[src/rtl/r_resp_reorder_if.sv]
// R-beat bundle between the downstream (tagged) side, the upstream (restored RID) side
// and the tag-map free/lookup port of the response reorder buffer.
interface r_resp_reorder_if #(
  parameter int ID_WIDTH   = 4,
  parameter int DATA_WIDTH = 32,
  parameter int NUM_ROWS   = 4,
  parameter int NUM_COLS   = 4
);
  localparam int ROW_W = (NUM_ROWS > 1) ? $clog2(NUM_ROWS) : 1;
  localparam int COL_W = (NUM_COLS > 1) ? $clog2(NUM_COLS) : 1;
  localparam int UID_W = ROW_W + COL_W;

  logic                  in_valid;
  logic                  in_ready;
  logic [UID_W-1:0]      in_uid;
  logic [DATA_WIDTH-1:0] in_data;
  logic [1:0]            in_resp;

  logic                  out_valid;
  logic                  out_ready;
  logic [ID_WIDTH-1:0]   out_id;
  logic [DATA_WIDTH-1:0] out_data;
  logic [1:0]            out_resp;
  logic                  out_last;

  logic                  free_req;
  logic [UID_W-1:0]      free_unique_id;
  logic [ID_WIDTH-1:0]   restored_id;

  modport slave (
    input  in_valid, in_uid, in_data, in_resp, out_ready, restored_id,
    output in_ready, out_valid, out_id, out_data, out_resp, out_last,
           free_req, free_unique_id
  );

  modport master (
    output in_valid, in_uid, in_data, in_resp, out_ready, restored_id,
    input  in_ready, out_valid, out_id, out_data, out_resp, out_last,
           free_req, free_unique_id
  );
endinterface

[src/rtl/r_resp_reorder.sv]
// Reorder buffer for single-beat AXI R responses: buffers beats per {row,col} slot,
// releases each row in column order, frees the UID and restores the original RID.
module r_resp_reorder #(
  parameter int ID_WIDTH   = 4,
  parameter int DATA_WIDTH = 32,
  parameter int NUM_ROWS   = 4,
  parameter int NUM_COLS   = 4
) (
  input logic             clk,
  input logic             rst,
  r_resp_reorder_if.slave bus
);
  localparam int ROW_W = (NUM_ROWS > 1) ? $clog2(NUM_ROWS) : 1;
  localparam int COL_W = (NUM_COLS > 1) ? $clog2(NUM_COLS) : 1;
  localparam int UID_W = ROW_W + COL_W;

  typedef logic [ROW_W-1:0] row_t;
  typedef logic [COL_W-1:0] col_t;

  logic [NUM_COLS-1:0]   slot_valid_q [NUM_ROWS];
  logic [DATA_WIDTH-1:0] data_q       [NUM_ROWS][NUM_COLS];
  logic [1:0]            resp_q       [NUM_ROWS][NUM_COLS];
  col_t                  exp_col_q    [NUM_ROWS];
  row_t                  rr_q;

  logic                  out_valid_q;
  logic [ID_WIDTH-1:0]   out_id_q;
  logic [DATA_WIDTH-1:0] out_data_q;
  logic [1:0]            out_resp_q;

  row_t                  in_row;
  col_t                  in_col;
  logic                  accept;
  logic [NUM_ROWS-1:0]   cand;
  logic                  any_cand;
  row_t                  sel;
  col_t                  sel_col;
  col_t                  exp_next;
  logic                  load;

  assign in_row = bus.in_uid[UID_W-1:COL_W];
  assign in_col = bus.in_uid[COL_W-1:0];

  // Registered occupancy only: a slot being released this cycle still reads as busy.
  assign bus.in_ready = !rst && !slot_valid_q[in_row][in_col];
  assign accept       = bus.in_valid && bus.in_ready;

  for (genvar r = 0; r < NUM_ROWS; r++) begin : g_cand
    assign cand[r] = slot_valid_q[r][exp_col_q[r]];
  end

  // Round-robin: first candidate row at or after rr_q + 1, wrapping.
  always_comb begin
    int unsigned idx;
    sel      = rr_q;
    any_cand = 1'b0;
    idx      = 0;
    for (int unsigned k = 1; k <= NUM_ROWS; k++) begin
      idx = (32'(rr_q) + k) % 32'(NUM_ROWS);
      if (!any_cand && cand[row_t'(idx)]) begin
        any_cand = 1'b1;
        sel      = row_t'(idx);
      end
    end
  end

  assign sel_col  = exp_col_q[sel];
  assign exp_next = (sel_col == col_t'(NUM_COLS - 1)) ? '0 : sel_col + col_t'(1);
  assign load     = !rst && any_cand && (!out_valid_q || bus.out_ready);

  assign bus.free_req       = load;
  assign bus.free_unique_id = {sel, sel_col};

  always_ff @(posedge clk) begin
    if (rst) begin
      for (int unsigned r = 0; r < NUM_ROWS; r++) begin
        slot_valid_q[r] <= '0;
        exp_col_q[r]    <= '0;
      end
      rr_q        <= '0;
      out_valid_q <= 1'b0;
      out_id_q    <= '0;
      out_data_q  <= '0;
      out_resp_q  <= '0;
    end else begin
      if (load) begin
        slot_valid_q[sel][sel_col] <= 1'b0;
        exp_col_q[sel]             <= exp_next;
        rr_q                       <= sel;
        out_valid_q                <= 1'b1;
        out_id_q                   <= bus.restored_id;
        out_data_q                 <= data_q[sel][sel_col];
        out_resp_q                 <= resp_q[sel][sel_col];
      end else if (out_valid_q && bus.out_ready) begin
        out_valid_q <= 1'b0;
      end
      if (accept) begin
        slot_valid_q[in_row][in_col] <= 1'b1;
      end
    end
  end

  always_ff @(posedge clk) begin
    if (accept) begin
      data_q[in_row][in_col] <= bus.in_data;
      resp_q[in_row][in_col] <= bus.in_resp;
    end
  end

  assign bus.out_valid = out_valid_q;
  assign bus.out_id    = out_id_q;
  assign bus.out_data  = out_data_q;
  assign bus.out_resp  = out_resp_q;
  assign bus.out_last  = 1'b1;
endmodule

[src/flat_wrapper.sv]
// flat-port wrapper written by rule: the top's interface ports become plain ports
module r_resp_reorder_flat 
#(
  parameter int ID_WIDTH   = 4,
  parameter int DATA_WIDTH = 32,
  parameter int NUM_ROWS   = 4,
  parameter int NUM_COLS   = 4
)
  (clk, rst, bus_in_valid, bus_in_uid, bus_in_data, bus_in_resp, bus_out_ready, bus_restored_id, bus_in_ready, bus_out_valid, bus_out_id, bus_out_data, bus_out_resp, bus_out_last, bus_free_req, bus_free_unique_id);
  r_resp_reorder_if #(.ID_WIDTH(ID_WIDTH), .DATA_WIDTH(DATA_WIDTH), .NUM_ROWS(NUM_ROWS), .NUM_COLS(NUM_COLS)) bus_i ();
  input logic clk;
  input logic rst;
  input wire logic [$bits(bus_i.in_valid)-1:0] bus_in_valid;
  input wire logic [$bits(bus_i.in_uid)-1:0] bus_in_uid;
  input wire logic [$bits(bus_i.in_data)-1:0] bus_in_data;
  input wire logic [$bits(bus_i.in_resp)-1:0] bus_in_resp;
  input wire logic [$bits(bus_i.out_ready)-1:0] bus_out_ready;
  input wire logic [$bits(bus_i.restored_id)-1:0] bus_restored_id;
  output wire logic [$bits(bus_i.in_ready)-1:0] bus_in_ready;
  output wire logic [$bits(bus_i.out_valid)-1:0] bus_out_valid;
  output wire logic [$bits(bus_i.out_id)-1:0] bus_out_id;
  output wire logic [$bits(bus_i.out_data)-1:0] bus_out_data;
  output wire logic [$bits(bus_i.out_resp)-1:0] bus_out_resp;
  output wire logic [$bits(bus_i.out_last)-1:0] bus_out_last;
  output wire logic [$bits(bus_i.free_req)-1:0] bus_free_req;
  output wire logic [$bits(bus_i.free_unique_id)-1:0] bus_free_unique_id;
  assign bus_i.in_valid = bus_in_valid;
  assign bus_i.in_uid = bus_in_uid;
  assign bus_i.in_data = bus_in_data;
  assign bus_i.in_resp = bus_in_resp;
  assign bus_i.out_ready = bus_out_ready;
  assign bus_i.restored_id = bus_restored_id;
  assign bus_in_ready = bus_i.in_ready;
  assign bus_out_valid = bus_i.out_valid;
  assign bus_out_id = bus_i.out_id;
  assign bus_out_data = bus_i.out_data;
  assign bus_out_resp = bus_i.out_resp;
  assign bus_out_last = bus_i.out_last;
  assign bus_free_req = bus_i.free_req;
  assign bus_free_unique_id = bus_i.free_unique_id;
  r_resp_reorder #(.ID_WIDTH(ID_WIDTH), .DATA_WIDTH(DATA_WIDTH), .NUM_ROWS(NUM_ROWS), .NUM_COLS(NUM_COLS)) u_core (.clk(clk), .rst(rst), .bus(bus_i));
endmodule
[config.mk]
export PLATFORM = sky130hd
export DESIGN_NAME = r_resp_reorder_flat
export DESIGN_NICKNAME = d
export VERILOG_FILES = /design/src/rtl/r_resp_reorder_if.sv /design/src/rtl/r_resp_reorder.sv /design/src/flat_wrapper.sv
export SDC_FILE = /design/constraint.sdc
export NUM_CORES = 1
export LEC_CHECK = 0
export ABC_AREA = 1
export BUFFER_PORTS_ARGS = -buffer_cell sky130_fd_sc_hd__buf_2
export CAP_MARGIN = 20
export CORE_MARGIN = 3
export CORE_UTILIZATION = 56
export DETAILED_ROUTE_END_ITERATION = 10
export PLACE_DENSITY = 0.82
export SYNTH_ARGS = -nofsm -noshare
export SYNTH_HDL_FRONTEND = slang
export SYNTH_SLANG_ARGS = --single-unit
[constraint.sdc]
create_clock -name clk -period 3.65 [get_ports clk]
set_input_delay 0.73 -clock clk [delete_from_list [all_inputs] [get_ports clk]]
set_output_delay 0.73 -clock clk [all_outputs]
set_load 0.005 [all_outputs]
### Word level (Yosys, flattened, before mapping)

Memory sizes are Yosys's and may differ from the RTL's.
Cells that the tools add are included.

| word-level totals | value |
|---|---|
| bits in registers | 41 |
| RAM bits | 568 |
| input port bits | 46 |
| output and inout bits | 46 |
| word-level logic and storage cells | 117 |
| memories kept | 4 |

Memory list:

| name | depth | bits a word | rd ports | clocked after memory_dff | write ports | line | RTL |
|---|---|---|---|---|---|---|---|
| u_core.data_q | 4 | 128 | 1 | 0 | 1 | r_resp_reorder.sv:21 | `logic [DATA_WIDTH-1:0] data_q [NUM_ROWS][NUM_COLS];` |
| u_core.resp_q | 4 | 8 | 1 | 0 | 1 | r_resp_reorder.sv:22 | `logic [1:0] resp_q [NUM_ROWS][NUM_COLS];` |
| u_core.slot_valid_q | 4 | 4 | 5 | 0 | 4 | r_resp_reorder.sv:20 | `logic [NUM_COLS-1:0] slot_valid_q [NUM_ROWS];` |
| u_core.exp_col_q | 4 | 2 | 5 | 0 | 4 | r_resp_reorder.sv:23 | `col_t exp_col_q [NUM_ROWS];` |

| cells by class | value |
|---|---|
| add/subtract/negate cells | 5 |
| $lt $le $gt $ge | 15 |
| equality and inequality tests | 1 |
| mux-type cells | 63 |
| bitwise gates (word level) | 2 |
| reduce and logical (&&, ||, !) cells | 22 |

Operators with widths:

| cell | number |
|---|---|
| 128-bit 2-to-1 mux | 1 |
| 32-bit 2-to-1 mux | 3 |
| 32-bit binary-select mux with 2-bit select | 1 |
| 32-bit demux with 2-bit select | 1 |
| 2-bit by 3-bit < comparator with 1-bit output, second input constant | 10 |
| 1-bit 2-to-1 mux | 25 |
| 2-bit 2-to-1 mux | 12 |
| 4-bit 2-to-1 mux | 6 |
| 1-bit binary-select mux with 2-bit select | 9 |
| 1-bit logical AND | 11 |
| 8-bit 2-to-1 mux | 1 |
| 4-bit OR reduction | 2 |
| 2-bit by 1-bit adder with 2-bit output, second input constant | 3 |
| 3-bit >= comparator, second input constant | 2 |
| 1-bit logical NOT | 6 |
| 2-bit NOT with 3-bit output | 2 |
| 2-bit adder, second input constant | 2 |
| 2-bit binary-select mux with 2-bit select | 1 |
| 1-bit demux with 2-bit select | 2 |
| 2-bit demux with 2-bit select | 1 |
| 2-bit by 1-bit >= comparator with 1-bit output, second input constant | 2 |
| 3-bit by 1-bit < comparator with 1-bit output, second input constant | 1 |
| 2-bit == test, second input constant | 1 |
| 2-bit nonzero test | 1 |
| 2 further kinds | 2 |

### Logic depth before layout (Yosys ltp)

An unclocked memory read counts as a cell.

| depth | value |
|---|---|
| depth in word-level cells | 23 |
| depth in mapped cells | 25 |

### Worst setup path after synthesis

OpenSTA, ideal clock, no wires.

| timing path | value |
|---|---|
| path kind | input to register |
| start point | input bus_in_uid[2] |
| end point | memory u_core.data_q[2][32] (netlist bit), enable pin |
| setup time | 425 ps |
| data arrival time | 3,525 ps |
| setup slack | -300 ps |
| cell stages on the path | 12 |
| path buffers | 0 |
| path through | inv_1 > nand2_1 > inv_1 > a22oi_1 > o221ai_1 > nand2_1 > o21ai_0 > a211oi_1 > nand2_1 > nor2_1 > inv_1 > nor2_1 |

| between the ends | value |
|---|---|
| word-level cells in the longest chain between the ends | 8 |

RTL lines:

| element | line | RTL |
|---|---|---|
| start, declared | flat_wrapper.sv:14 | `input wire logic [$bits(bus_i.in_uid)-1:0] bus_in_uid;` |
| memory read 4 x 4 bit | -- |  |
| 1-bit binary-select mux with 2-bit select | r_resp_reorder.sv:45 | `assign bus.in_ready = !rst && !slot_valid_q[in_row][in_col];` |
| 1-bit 2-to-1 mux (implied by the code) | r_resp_reorder.sv:45 |  |
| 1-bit logical NOT | r_resp_reorder.sv:45 |  |
| 1-bit logical AND | r_resp_reorder.sv:45 |  |
| named net bus_in_ready | flat_wrapper.sv:19 | `output wire logic [$bits(bus_i.in_ready)-1:0] bus_in_ready;` |
| 1-bit logical AND | r_resp_reorder.sv:46 | `assign accept = bus.in_valid && bus.in_ready;` |
| 1-bit 2-to-1 mux | r_resp_reorder.sv:104 | `if (accept) begin` |
| 128-bit 2-to-1 mux (implied by the code) | r_resp_reorder.sv:105 | `data_q[in_row][in_col] <= bus.in_data;` |
| end, declared | r_resp_reorder.sv:21 |  |

The timed path passes the listed nets, and every way through them passes these cells. The select of a mux whose other input is x is not followed.

==> flow_summary.yaml <==
detailed_routing:
  ant_nets: 0
  viasPerCell: 5.91
  drt_iter0_markers: 2318
  dr_total_vias: 18000
  drc: 0
  avgRoutedWirePerCell_microns: 20.9
  drt-total-wl_mm: 63.7
  drt_first_pass_iters: 6
logic_synthesis:
  netlist-cell-type-count: 35
  synth_top_family_by_area: "simple AND/OR/NAND/NOR gates"
  synth_fa_ha_area_share_pct: 0.0992
  synth-compound-area-share_pct: 0.675
  synth.avg_cell_area_sq_um: 10.8
  ys_ff_latch: 609
  yosysMostFrequentCell: "nand2_1"
  synth_edf_count: 552
  yosys.area_share.simple_pct: 24.9
  synth_flop_cell: "edfxtp_1"
  ys_seq_area_share_pct: 70.3
  async_reset_ff_share_pct: 0
  synth.top_cell.area_share_pct: 65.7
  synth_xor_area_share_pct: 0.0347
  synthCells: 2334
  synth_common_cells: "nand2_1, edfxtp_1, nand3_1"
  netlist_area_sq_um: 25200
  synthesis.nets: 2382
  yosys_warnings: 0
  yosys.area.top_type: "edfxtp_1"
  ys_top_cells_by_area: "edfxtp_1, nand2_1, nand3_1, dfxtp_1, buf_2"
  synth_mux_area_share_pct: 0
clocking:
  cts_buffer_depth: 3
  clock_latency_ps: 630
  cts_root_buf: "clkbuf_16"
  cts-htree-levels: 2
  cts_buffers: 58
  postCtsHoldBufs: 0
  clk_pin_slew_ps: 60
  cts_tree: "built"
  cts.sinks: 609
setup_path:
  required_ps: 2920
  startpoint: "u_core.exp_col_q[2][0]"
  worstSetupStartpointType: "register"
  crit_arrival_ps: 2780
  cp-end-kind: "output port"
  reg2reg_from: "u_core.exp_col_q[2][0]"
  path_max_fanout: 7
  crit_type: "reg -> out"
final_layout:
  final-seq-area_sq_um: 17700
  n_fill_cell: 3151
  nNetsFinal: 2458
  drive_gt1_share_pct: 12.3
  final_core_util_pct: 64.5
  stdcell_area_sq_um: 28600
  multi_input_area_sq_um: 6610
  area_growth_pct: 13.3
  finalNonFillerCells: 3052
timing:
  tightest_slew_ps: 1070
  fin_skew_ps: 29.6
  hold_viol: 0
  slew_violations: 0
  rsz0062_at_grt: "no"
  period_share_pct: 96.1
  setup_viol: 0
  relSlewSlack_pct: 28.5
  tns_ps: 0
  fin_crit_ps: 3510
  max_freq_mhz: 285
global_route:
  grt_antenna_before_repair: 2
  grt_max_degree: 207
  grt_pass1_wl_mm: 97.5
  grt_pass1_vias: 17400
  grt_use_total_pct: 26.5
  grt_overflow: 0
floorplanning:
  dieHeight_microns: 218
  start_util_pct: 56.9
  fp.dieW_microns: 218
  io_pins: 92
  num_rows: 77
  dieArea_sq_um: 47600
  core_area_sq_um: 44300
min_path:
  hp-class: "in -> reg"
  min_from: "bus_restored_id[3]"
placed_design:
  port_buffers: 90
  placedInstanceArea_sq_um: 26300
  dp_cells: 2930
  dpl.hpwl_mm: 34.0
  place_congestion: 0.935
run_status:
  status: "completed"
run:
  cap_violations: 0
## worst max-delay path, stage by stage, from the launching register on
cell      delay (ps)
edfxtp_1         440
inv_2            110
nand2_1           50
nand3_1          100
nand3_1          120
nand2_2          110
nand2_1           90
nand2_2          150
nand3_4          130
nand2_8          130
nand2_8           90
nand2_1           80
nand2_1           60
nand2_1           80
nand2_2           80
buf_12           130
inv_2             80
buf_2            120
## flip-flops by register name, indices dropped and copies added, names as in the netlist, 2 cells and up
name,cells
u_core.bus.out_data,32
u_core.bus.out_id,4
u_core.bus.out_resp,2
u_core.data_q,512
u_core.exp_col_q,8
u_core.resp_q,32
u_core.rr_q,2
u_core.slot_valid_q,16
## area by class of cell
class	count	area share [%]
antenna	1	0.00876
multi-input combinational	1537	23.1
clock inverter	41	1.57
sequential	609	62.0
tap	592	2.59
clock buffer	68	5.36
inverter	59	0.845
timing repair buffer	145	4.49
## through the flow
stage | worst slack (ps) | hold slack (ps)
3_3_place_gp | 407 | 449
6_report | 143 | 324
3_5_place_dp | 291 | 458
2_1_floorplan | 220 | 438
4_1_cts | -2.49 | 300
5_1_grt | 4.94 | 321
## cell usage in the layout (no fill, tap or decap), types with 4 or more instances in the layout
| cell type | Yosys | final |
|---|---|---|
| clkbuf_16 | 0 | 60 |
| inv_1 | 49 | 34 |
| o21ai_0 | 4 | 4 |
| clkbuf_1 | 11 | 7 |
| bufinv_16 | 0 | 8 |
| inv_6 | 0 | 6 |
| nand3_1 | 423 | 418 |
| nand2_1 | 1037 | 1029 |
| buf_12 | 0 | 23 |
| edfxtp_1 | 552 | 552 |
| buf_2 | 75 | 90 |
| clkinv_1 | 0 | 4 |
| dfxtp_1 | 57 | 56 |
| nand4_1 | 4 | 4 |
| nand3_2 | 2 | 5 |
| nand2_2 | 5 | 12 |
| buf_4 | 26 | 26 |
| inv_2 | 8 | 22 |
| clkinvlp_4 | 0 | 9 |
| clkinv_2 | 0 | 13 |
| a21oi_1 | 4 | 4 |
| nor2_1 | 28 | 26 |
## metal layers
| metal | track usage (%) | wire, microns |
|---|---|---|
| met4 | 11.9 | 2480 |
| met1 | 35.4 | 24100 |
| met2 | 43.2 | 30800 |
| met5 | 0 | 13 |
| met3 | 4.37 | 6290 |
## worst paths after layout
kind	end	slack (ps)	cells past startpoint
hold reg to reg	u_core.bus.out_data[29]	470	2
hold / removal	u_core.bus.out_id[3]	320	3
setup reg to reg	u_core.bus.out_data[24]	250	19
setup / recovery	bus_free_unique_id[1]	140	17
## logic make-up (layout without fill, tap and decap cells)
group                    after synthesis  count (layout)
buffers and inverters                189             313
XOR/XNOR                               1               1
adder cells (fa/ha/maj)                2               2
other                                  1               2
AND/OR/NAND/NOR                     1508            1509
flip-flops                           609             609
AO/OA/AOI/OAI                         24              24
## repair_timing
item                                   in CTS  in global routing
setup buffers                               2                  5
pin swaps                                   1                  6
setup endpoints to repair                   4                 13
gates cloned                                4                  1
endpoints found under the hold margin       0                  0
gates resized for setup                    11                 16
Power is not shown: default switching activity piles up to over one toggle a cycle in this logic, so the estimate is an artifact.
